==> config.mk <==
export PLATFORM = sky130hd
export DESIGN_NAME = mem_port_arbiter
export DESIGN_NICKNAME = d
export VERILOG_FILES = /design/src/rtl/mem_arb_pkg.sv /design/src/rtl/mem_port_arbiter_rr_picker.sv /design/src/rtl/mem_port_arbiter.sv
export SDC_FILE = /design/constraint.sdc
export NUM_CORES = 1
export LEC_CHECK = 0
export CAP_MARGIN = 20
export CORE_MARGIN = 5
export CORE_UTILIZATION = 26
export CTS_CLUSTER_SIZE = 20
export DETAILED_ROUTE_END_ITERATION = 16
export HOLD_SLACK_MARGIN = 0.05
export MAX_ROUTING_LAYER = met4
export PLACE_DENSITY = 0.77
export SLEW_MARGIN = 20
export SYNTH_ARGS = -nofsm -noshare
export SYNTH_HDL_FRONTEND = slang
export SYNTH_SLANG_ARGS = --single-unit
==> constraint.sdc <==
create_clock -name clock -period 1.35 [get_ports clock]
set_clock_uncertainty 0.15 [all_clocks]
set_input_delay 0.27 -clock clock [delete_from_list [all_inputs] [get_ports clock]]
set_output_delay 0.27 -clock clock [all_outputs]
set_load 0.005 [all_outputs]
==> src/rtl/mem_arb_pkg.sv <==
// Shared constants and types for the memory port arbiter.
// Legal parameter ranges, index-width helper, response-pipeline entry.
package mem_arb_pkg;

  localparam int MAX_PORTS        = 8;
  localparam int MAX_READ_LATENCY = 4;
  localparam int MAX_INDEX_WIDTH  = 3;

  function automatic int PORT_INDEX_WIDTH(input int num_ports);
    return (num_ports <= 1) ? 1 : $clog2(num_ports);
  endfunction

  typedef struct packed {
    logic                       valid;
    logic [MAX_INDEX_WIDTH-1:0] port;
  } resp_entry_t;

endpackage

==> src/rtl/mem_port_arbiter_rr_picker.sv <==
// Combinational round-robin picker: first requester at or above ptr_i.
// Pure function of its inputs so it can be reused for interrupt selection.
module rr_picker #(
  parameter int NUM_PORTS   = 2,
  parameter int INDEX_WIDTH = 1
) (
  input  logic [NUM_PORTS-1:0]   req_i,
  input  logic [INDEX_WIDTH-1:0] ptr_i,
  output logic [NUM_PORTS-1:0]   grant_o,
  output logic [INDEX_WIDTH-1:0] index_o,
  output logic                   any_o
);

  logic [2*NUM_PORTS-1:0] rot;

  assign rot = {req_i, req_i} >> ptr_i;

  // Rotate so the pointer sits at bit 0, take the lowest set bit, unrotate.
  always_comb begin
    int sum;
    grant_o = '0;
    index_o = '0;
    any_o   = 1'b0;
    sum     = 0;
    for (int j = 0; j < NUM_PORTS; j++) begin
      if (!any_o && rot[j]) begin
        any_o = 1'b1;
        sum   = int'(ptr_i) + j;
        if (sum >= NUM_PORTS) sum = sum - NUM_PORTS;
        index_o = INDEX_WIDTH'(sum);
        grant_o = NUM_PORTS'(1) << index_o;
      end
    end
  end

endmodule

==> src/rtl/mem_port_arbiter.sv <==
// Round-robin arbiter merging requesters onto one single-port memory.
// Define MEM_ARB_LOCK_EN to add req_lock for atomic read-modify-write.
module mem_port_arbiter
  import mem_arb_pkg::*;
#(
  parameter int DATA_WIDTH   = 16,
  parameter int ADDR_WIDTH   = 16,
  parameter int NUM_PORTS    = 2,
  parameter int READ_LATENCY = 1
) (
  input  logic                             clock,
  input  logic                             reset,
  input  logic [NUM_PORTS-1:0]             req_valid,
  output logic [NUM_PORTS-1:0]             req_ready,
  input  logic [NUM_PORTS-1:0]             req_write,
  input  logic [NUM_PORTS*ADDR_WIDTH-1:0]  req_address,
  input  logic [NUM_PORTS*DATA_WIDTH-1:0]  req_write_data,
`ifdef MEM_ARB_LOCK_EN
  input  logic [NUM_PORTS-1:0]             req_lock,
`endif
  output logic [NUM_PORTS-1:0]             resp_valid,
  output logic [DATA_WIDTH-1:0]            resp_read_data,
  output logic                             mem_write_enable,
  output logic [ADDR_WIDTH-1:0]            mem_address,
  output logic [DATA_WIDTH-1:0]            mem_write_data,
  input  logic [DATA_WIDTH-1:0]            mem_read_data
);

  localparam int IW = PORT_INDEX_WIDTH(NUM_PORTS);

  if (NUM_PORTS < 1 || NUM_PORTS > MAX_PORTS) begin : g_bad_ports
    $error("NUM_PORTS out of range");
  end
  if (READ_LATENCY < 1 || READ_LATENCY > MAX_READ_LATENCY) begin : g_bad_lat
    $error("READ_LATENCY out of range");
  end

  logic [IW-1:0]        ptr_q, ptr_d;
  logic [NUM_PORTS-1:0] eligible;
  logic [NUM_PORTS-1:0] grant;
  logic [IW-1:0]        gidx;
  logic                 any;
  logic                 accept;
  resp_entry_t          push;
  resp_entry_t          tail;
  resp_entry_t          pipe_q [READ_LATENCY];

`ifdef MEM_ARB_LOCK_EN
  logic          lock_q, lock_d;
  logic [IW-1:0] lock_port_q, lock_port_d;

  // While locked only the owning port may compete.
  always_comb begin
    eligible = req_valid;
    if (lock_q) eligible = req_valid & (NUM_PORTS'(1) << lock_port_q);
  end

  // Every acceptance re-evaluates the lock from that port's req_lock.
  always_comb begin
    lock_d      = lock_q;
    lock_port_d = lock_port_q;
    if (accept) begin
      lock_d      = req_lock[gidx];
      lock_port_d = gidx;
    end
  end

  // Lock state register.
  always_ff @(posedge clock or posedge reset) begin
    if (reset) begin
      lock_q      <= 1'b0;
      lock_port_q <= '0;
    end else begin
      lock_q      <= lock_d;
      lock_port_q <= lock_port_d;
    end
  end
`else
  assign eligible = req_valid;
`endif

  rr_picker #(
    .NUM_PORTS   (NUM_PORTS),
    .INDEX_WIDTH (IW)
  ) u_picker (
    .req_i   (eligible),
    .ptr_i   (ptr_q),
    .grant_o (grant),
    .index_o (gidx),
    .any_o   (any)
  );

  assign accept    = any & ~reset;
  assign req_ready = accept ? grant : '0;

  // Pointer moves just past the accepted port, wrapping at the top.
  always_comb begin
    ptr_d = ptr_q;
    if (accept) begin
      if (int'(gidx) == NUM_PORTS - 1) ptr_d = '0;
      else                             ptr_d = gidx + 1'b1;
    end
  end

  // Memory side is driven from the granted port, zero when idle.
  always_comb begin
    mem_write_enable = 1'b0;
    mem_address      = '0;
    mem_write_data   = '0;
    if (accept) begin
      mem_write_enable = req_write[gidx];
      mem_address      = req_address[int'(gidx)*ADDR_WIDTH +: ADDR_WIDTH];
      mem_write_data   = req_write_data[int'(gidx)*DATA_WIDTH +: DATA_WIDTH];
    end
  end

  // Only accepted reads travel down the response pipeline.
  always_comb begin
    push.valid = accept & ~req_write[gidx];
    push.port  = MAX_INDEX_WIDTH'(gidx);
  end

  // Pointer and response shift register.
  always_ff @(posedge clock or posedge reset) begin
    if (reset) begin
      ptr_q <= '0;
      for (int i = 0; i < READ_LATENCY; i++) pipe_q[i] <= '0;
    end else begin
      ptr_q     <= ptr_d;
      pipe_q[0] <= push;
      for (int i = 1; i < READ_LATENCY; i++) pipe_q[i] <= pipe_q[i-1];
    end
  end

  assign tail = pipe_q[READ_LATENCY-1];

  // Tail entry steers memory read data to its requester for one cycle.
  always_comb begin
    resp_valid     = '0;
    resp_read_data = '0;
    if (tail.valid) begin
      resp_valid     = NUM_PORTS'(1) << tail.port;
      resp_read_data = mem_read_data;
    end
  end

endmodule
==> out/summary.txt, run 1 <==
critical path launch point type -> register
DRC viols -> 0
Netlist Area Pre-Place -> 1320 um2
CP Class -> reg -> out
pre-CTS setup slack -> -1010 ps
Gate Count Post-Synth -> 152
nets -> 388
post-DP HPWL -> 4240 um
synthesized flop and latch total -> 3
Die W -> 81.2 um
GRT overflow -> 0
ANT cells -> 0
Setup-failing EPs final -> 53
Placed Cells -> 355
number of synthesized flops with an enable pin -> 0
Final Core Density -> 61.3%
cts hold-fix bufs -> 0
Worst Hold Class -> in -> async
violations in the final reports -> negative setup slack
Worst setup EP type -> output port
initial antenna violation count -> 0
routed len/inst -> 16.6 um
1st-iter DRT viols -> 43
first-pass GRT wire length -> 8600 um
Slew Limit Headroom -> 85.7%
CTS tree -> yes
drt pass-1 iters -> 3
Post-DRT Antenna Nets -> 0
Overall Global Routing Usage -> 17.2%
maximum clock frequency -> 561 MHz
post-synthesis area per instance -> 8.67 um2
RSZ-0062 raised after global routing -> true
Die H -> 81.2 um
routed vias -> 1748
Synth-to-Final Area Change -> 133%
Worst Path Max Fanout -> 12
post-synth top area cell -> o32ai_2
IO buf count -> 138
CP required -> 930 ps
period utilisation layout -> 132%
post-synth top area share -> 34.6%
dominant cells by area after synthesis -> o32ai_2 (35%), nand2b_1 (32%), and2_1 (8.1%), buf_6 (6.8%), dfrtp_1 (5.7%)
final worst slack -> -433 ps
final cell count without fillers -> 371
CTS H-Tree Depth -> 1
Ys Warns -> 0
layout cell share with drive strength beyond 1 -> 45.2%
setup TNS -> -16680 ps
CTS Sinks -> 3
Rows -> 26
# IOs -> 139
sequential fraction of the synthesis area -> 5.70%
Total Wirelength -> 6140 um
count leader, synth -> nand2b_1
total power per unit cell area -> 492 nW/um2
Max VDD drop -> 0.280 mV
reported max-cap violation count -> 0
fin. max-slew vios -> 0
ys async rst share -> 100%
Final min period -> 1780 ps
core area -> 5010 um2
Placer Congestion -> 0.711
Final Hold Vio Count -> 0
CTS Buf Count -> 3
die area -> 6590 um2
main flop type after synthesis -> dfrtp_1
leak pwr -> 1.24 nW
synth unique cells -> 18
vias in the first global route -> 1811
worst-margin pin slew -> 215 ps
Root Driver -> clkbuf_8
net count after synthesis -> 238
CP Data Arrival Time -> 1360 ps
Post-synth top cells -> nand2b_1 (67), o32ai_2 (28), and2_1 (17)
Initial Util -> 26.3%
status -> complete, but fails checks
CTS max path bufs -> 2
Clock Latency Late Sink -> 220 ps
Vias/cell -> 4.71
Clock transition at path regs -> 30 ps
largest net degree at the start of global routing -> 44
-- kinds of logic after synthesis --
family | share of synthesized area (%)
AO/OA/AOI/OAI | 40.0
buffers and inverters | 11.6
flip-flops | 5.70
AND/OR/NAND/NOR | 42.7
-- routing by layer --
metal  GRT usage (%)  part of all wire, %
met3            3.88                  8.9
met4            4.56                 0.96
met2            31.0                   50
met5               -                    0
met1            19.0                   40
-- registers in the layout (all words and copies together), names as in the netlist --
name    flops
pipe_q      2
ptr_q       1
-- per-stage QoR --
step	hold slack (ps)	power, mW	area [um2]
final	152	1.51	3070
after global routing	190	1.60	3070
after CTS	270	1.45	2930
after detailed placement	440	1.11	2860
after global placement	430	1.10	2860
after floorplan	153	0.555	1340
-- path summary, 6_finish.rpt --
path | from | end | slack, ps | cells after the start
setup / recovery | ptr_q | mem_write_data[15] | -430 | 4
hold / removal | reset | ptr_q | 150 | 4
setup reg to reg | ptr_q | pipe_q[3] | 50 | 4
hold reg to reg | ptr_q | ptr_q | 440 | 1
max in group asynchronous | reset | ptr_q | 790 | 4
min in group clock | ptr_q | ptr_q | 440 | 1
-- what timing repair did --
action	CTS	global route
endpoints found under the setup margin	54	54
gates resized for setup	205	60
endpoints found under the hold margin	0	0
setup buffers	6	3
cloned	5	1
pin swaps	15	2
-- worst max-delay path, cell delays in order, from the launching register on --
cell	delay, ps
dfrtp_2	430
a21bo_4	280
buf_12	170
o32ai_2	90
buf_2	160
-- layout by cell type (no fill, tap or decap) --
cell / instances
a21bo_4: 1
a22o_1: 1
and2_1: 5
and2_4: 12
buf_12: 8
buf_16: 2
buf_2: 35
buf_4: 6
buf_6: 21
clkbuf_1: 1
clkbuf_16: 1
clkbuf_2: 8
clkbuf_8: 3
clkdlybuf4s50_1: 81
dfrtp_1: 2
dfrtp_2: 1
dlygate4sd2_1: 3
inv_1: 1
inv_4: 1
nand2b_1: 67
nor2_1: 1
nor2_4: 1
nor2b_4: 2
nor3_1: 1
o32ai_1: 1
o32ai_2: 25
o32ai_4: 8
or2_1: 1
or2_2: 1
-- power by group --
group | switching (mW) | internal, mW
logic | 0.430 | 0.686
registers | 0.0157 | 0.103
clock network | 0.0727 | 0.202
-- layout make-up --
cell class              instances  area [um2]
repair buffers                165        1570
clock buffers                   4        45.0
fillers                       456        1940
multi-input cells             127        1280
flip-flops and latches          3        76.3
well taps                      70        87.6
inverters                       2        10.0
(Power assumes the default switching activity.)
==> run 2: changes to the inputs <==
--- a/config.mk
+++ b/config.mk
@@ -7,12 +7,13 @@
 export LEC_CHECK = 0
 export CAP_MARGIN = 20
 export CORE_MARGIN = 5
-export CORE_UTILIZATION = 26
+export CORE_UTILIZATION = 50
 export CTS_CLUSTER_SIZE = 20
 export DETAILED_ROUTE_END_ITERATION = 16
+export DONT_BUFFER_PORTS = 1
 export HOLD_SLACK_MARGIN = 0.05
 export MAX_ROUTING_LAYER = met4
-export PLACE_DENSITY = 0.77
+export PLACE_DENSITY = 0.68
 export SLEW_MARGIN = 20
 export SYNTH_ARGS = -nofsm -noshare
 export SYNTH_HDL_FRONTEND = slang
==> run 2 against run 1 <==
The flow still finishes with violations (negative setup slack). Die area down 43%. Clock power down 41%. Non-clock buffer count down 154. Cell count down 52%. Register-to-register slack about the same. Via count down 35%. Combinational power down 48%. Worst setup slack better by 150 ps. Critical path type unchanged. Worst hold slack worse by 88 ps. Largest power group unchanged.
==> out/summary.txt, run 2 (synthesized netlist as in run 1, its figures left out) <==
Final min period -> 1630 ps (-153 ps)
vias in the first global route -> 1116 (-38%)
initial antenna violation count -> 0 (unchanged)
Root Driver -> clkbuf_4
Final Hold Vio Count -> 0 (unchanged)
status -> complete, but fails checks
CP max stage cell -> dfrtp_2
routed vias -> 1141 (-35%)
Vias/cell -> 6.45 (+37%)
CTS tree -> yes
worst path cell trace -> a21bo_4 > buf_12 > o32ai_2
IO buf count -> 0 (-100%)
fin. max-slew vios -> 0 (unchanged)
Clock Power Share -> 19.0% (+0.8 points)
violations in the final reports -> negative setup slack
max reg flops -> 2 (unchanged)
period utilisation layout -> 121% (-11 points)
CTS H-Tree Depth -> 1 (unchanged)
Overall Global Routing Usage -> 17.6% (+0.39 points)
CP Data Arrival Time -> 1210 ps (-150 ps)
die area -> 3760 um2 (-43%)
reported max-cap violation count -> 0 (unchanged)
RSZ-0062 raised after global routing -> true
Synth-to-Final Area Change -> 18.6%
post-DP HPWL -> 2810 um (-34%)
final worst slack -> -280 ps (+153 ps)
CP required -> 930 ps (about the same)
Die W -> 61.3 um (-24%)
Setup-failing EPs final -> 35 (-34%)
GRT overflow -> 0 (unchanged)
1st-iter DRT viols -> 78 (+81%)
most frequent cells in the layout -> nand2b_1 (67), o32ai_2 (26), and2_4 (9)
total power per unit cell area -> 549 nW/um2 (+12%)
DRC viols -> 0 (unchanged)
leak pwr -> 0.491 nW (-60%)
Top reg by flops -> pipe_q
CTS max path bufs -> 2 (unchanged)
routed len/inst -> 21.4 um (+29%)
worst-margin pin slew -> 253 ps (+38.4 ps)
Initial Util -> 52.7% (+26 points)
footprint of the multi-input gates -> 1260 um2 (-1.6%)
grt met2 use -> 33.7% (+2.7 points)
maximum clock frequency -> 613 MHz (+9.4%)
CP Class -> reg -> out
Worst setup EP type -> output port
biggest cell delay along the critical path -> 430 ps (about the same)
Clock transition at path regs -> 40 ps (about the same)
Worst Hold Class -> in -> reg
switching power -> 0.359 mW (-31%)
Die H -> 61.3 um (-24%)
CTS Buf Count -> 3 (unchanged)
switching part of the total -> 41.8% (+7.5 points)
layout cell share with drive strength beyond 1 -> 42.2% (-3.0 points)
Worst Path Max Fanout -> 17 (+5)
GR Util met1 -> 18.6% (-0.41 points)
# IOs -> 139 (unchanged)
pre-CTS setup slack -> -56.1 ps (+953 ps)
largest net degree at the start of global routing -> 73 (+66%)
busiest metal layer after global routing -> met2
Rows -> 18 (-31%)
Total Wirelength -> 3790 um (-38%)
critical path launch point type -> register
drt pass-1 iters -> 4 (+1)
combinational group share of total power -> 67.4% (-6.5 points)
nets -> 234 (-40%)
registers with the most flip-flops -> pipe_q x2, ptr_q x1
Max VDD drop -> 0.458 mV (+64%)
Internal -> 0.500 mW (-50%)
Clock Latency Late Sink -> 240 ps (+20 ps)
GRT met3 Usage -> 3.98% (+0.10 points)
Worst Hold Margin -> 63.7 ps (-88.0 ps)
Slew Limit Headroom -> 83.1% (-2.5 points)
Post-DRT Antenna Nets -> 0 (unchanged)
CTS Sinks -> 3 (unchanged)
fill count -> 217 (-52%)
Reg area -> 77.6 um2 (+1.6%)
ANT cells -> 0 (unchanged)
first-pass GRT wire length -> 4940 um (-43%)
Seq pwr share -> 13.6% (+5.7 points)
most common cell after layout, fill and taps aside -> nand2b_1
core area -> 2500 um2 (-50%)
Placer Congestion -> 0.665 (-6.4%)
run 2: cell count changes in the layout (fill, tap and decap cells not counted), sizes merged:
cell           previous run  this run
dlygate4sd3               0         2
dlygate4sd2               3         0
clkbuf                   13         4
clkdlybuf4s50            81         0
buf                      72         9
run 2: layer usage:
| metal | vias to the layer above | wire (um) |
|---|---|---|
| li1 | 532 | - |
| met1 | 541 | 1330 |
| met2 | 68 | 2120 |
| met3 | 0 | 344 |
| met4 | 0 | 0 |
| met5 | - | 0 |
run 2: critical path, delay by kind of cell, from the launching register on:
family | cells | cell delay (ps)
buffers and inverters | 1 | 170
AO/OA/AOI/OAI | 2 | 370
flip-flops | 1 | 430
run 2: power groups by stage:
stage / logic (mW) / registers (mW) / clock network [mW]
3_5_place_dp: 0.485 / 0.118 / 0
2_1_floorplan: 0.445 / 0.110 / 0
6_report: 0.579 / 0.116 / 0.163
5_1_grt: 0.618 / 0.119 / 0.174
4_1_cts: 0.530 / 0.119 / 0.170
3_3_place_gp: 0.472 / 0.117 / 0
run 2: path summary, 6_finish.rpt:
| path | cells after the start | start | slack, ps | end |
|---|---|---|---|---|
| min in group asynchronous | 2 | reset | 250 | pipe_q[0] |
| max in group asynchronous | 2 | reset | 640 | pipe_q[3] |
| worst max-delay path | 3 | ptr_q | -280 | mem_write_data[8] |
| worst min-delay path | 2 | req_write[1] | 60 | pipe_q[3] |
| worst max register to register | 4 | ptr_q | 60 | pipe_q[3] |
| worst min register to register | 1 | ptr_q | 420 | ptr_q |
run 2: through the flow:
step | TNS, ps | area (um2) | std cells | util [%] | power [mW]
2_1_floorplan | 0 | 1340 | 152 | - | 0.555
3_3_place_gp | -117 | 1340 | 169 | 53.7 | 0.588
3_5_place_dp | -739 | 1340 | 169 | 53.7 | 0.604
4_1_cts | -9790 | 1470 | 175 | 58.9 | 0.819
5_1_grt | -10970 | 1560 | 177 | 62.5 | 0.911
6_report | -9270 | 1560 | 177 | 62.5 | 0.858
run 2: what timing repair did:
item                                    in CTS  in global routing
setup buffers                                0                  2
gates resized for setup                     11                 18
endpoints found under the setup margin      53                 54
endpoints found under the hold margin        4                  0
hold buffers                                 2                  0
gates cloned                                 0                  0
run 2: layout make-up:
cell class              instances  area share (%)
well taps                      30            2.40
multi-input cells             127            80.4
flip-flops and latches          3            4.96
clock buffers                   4            1.68
inverters                       2           0.480
repair buffers                 11            10.1
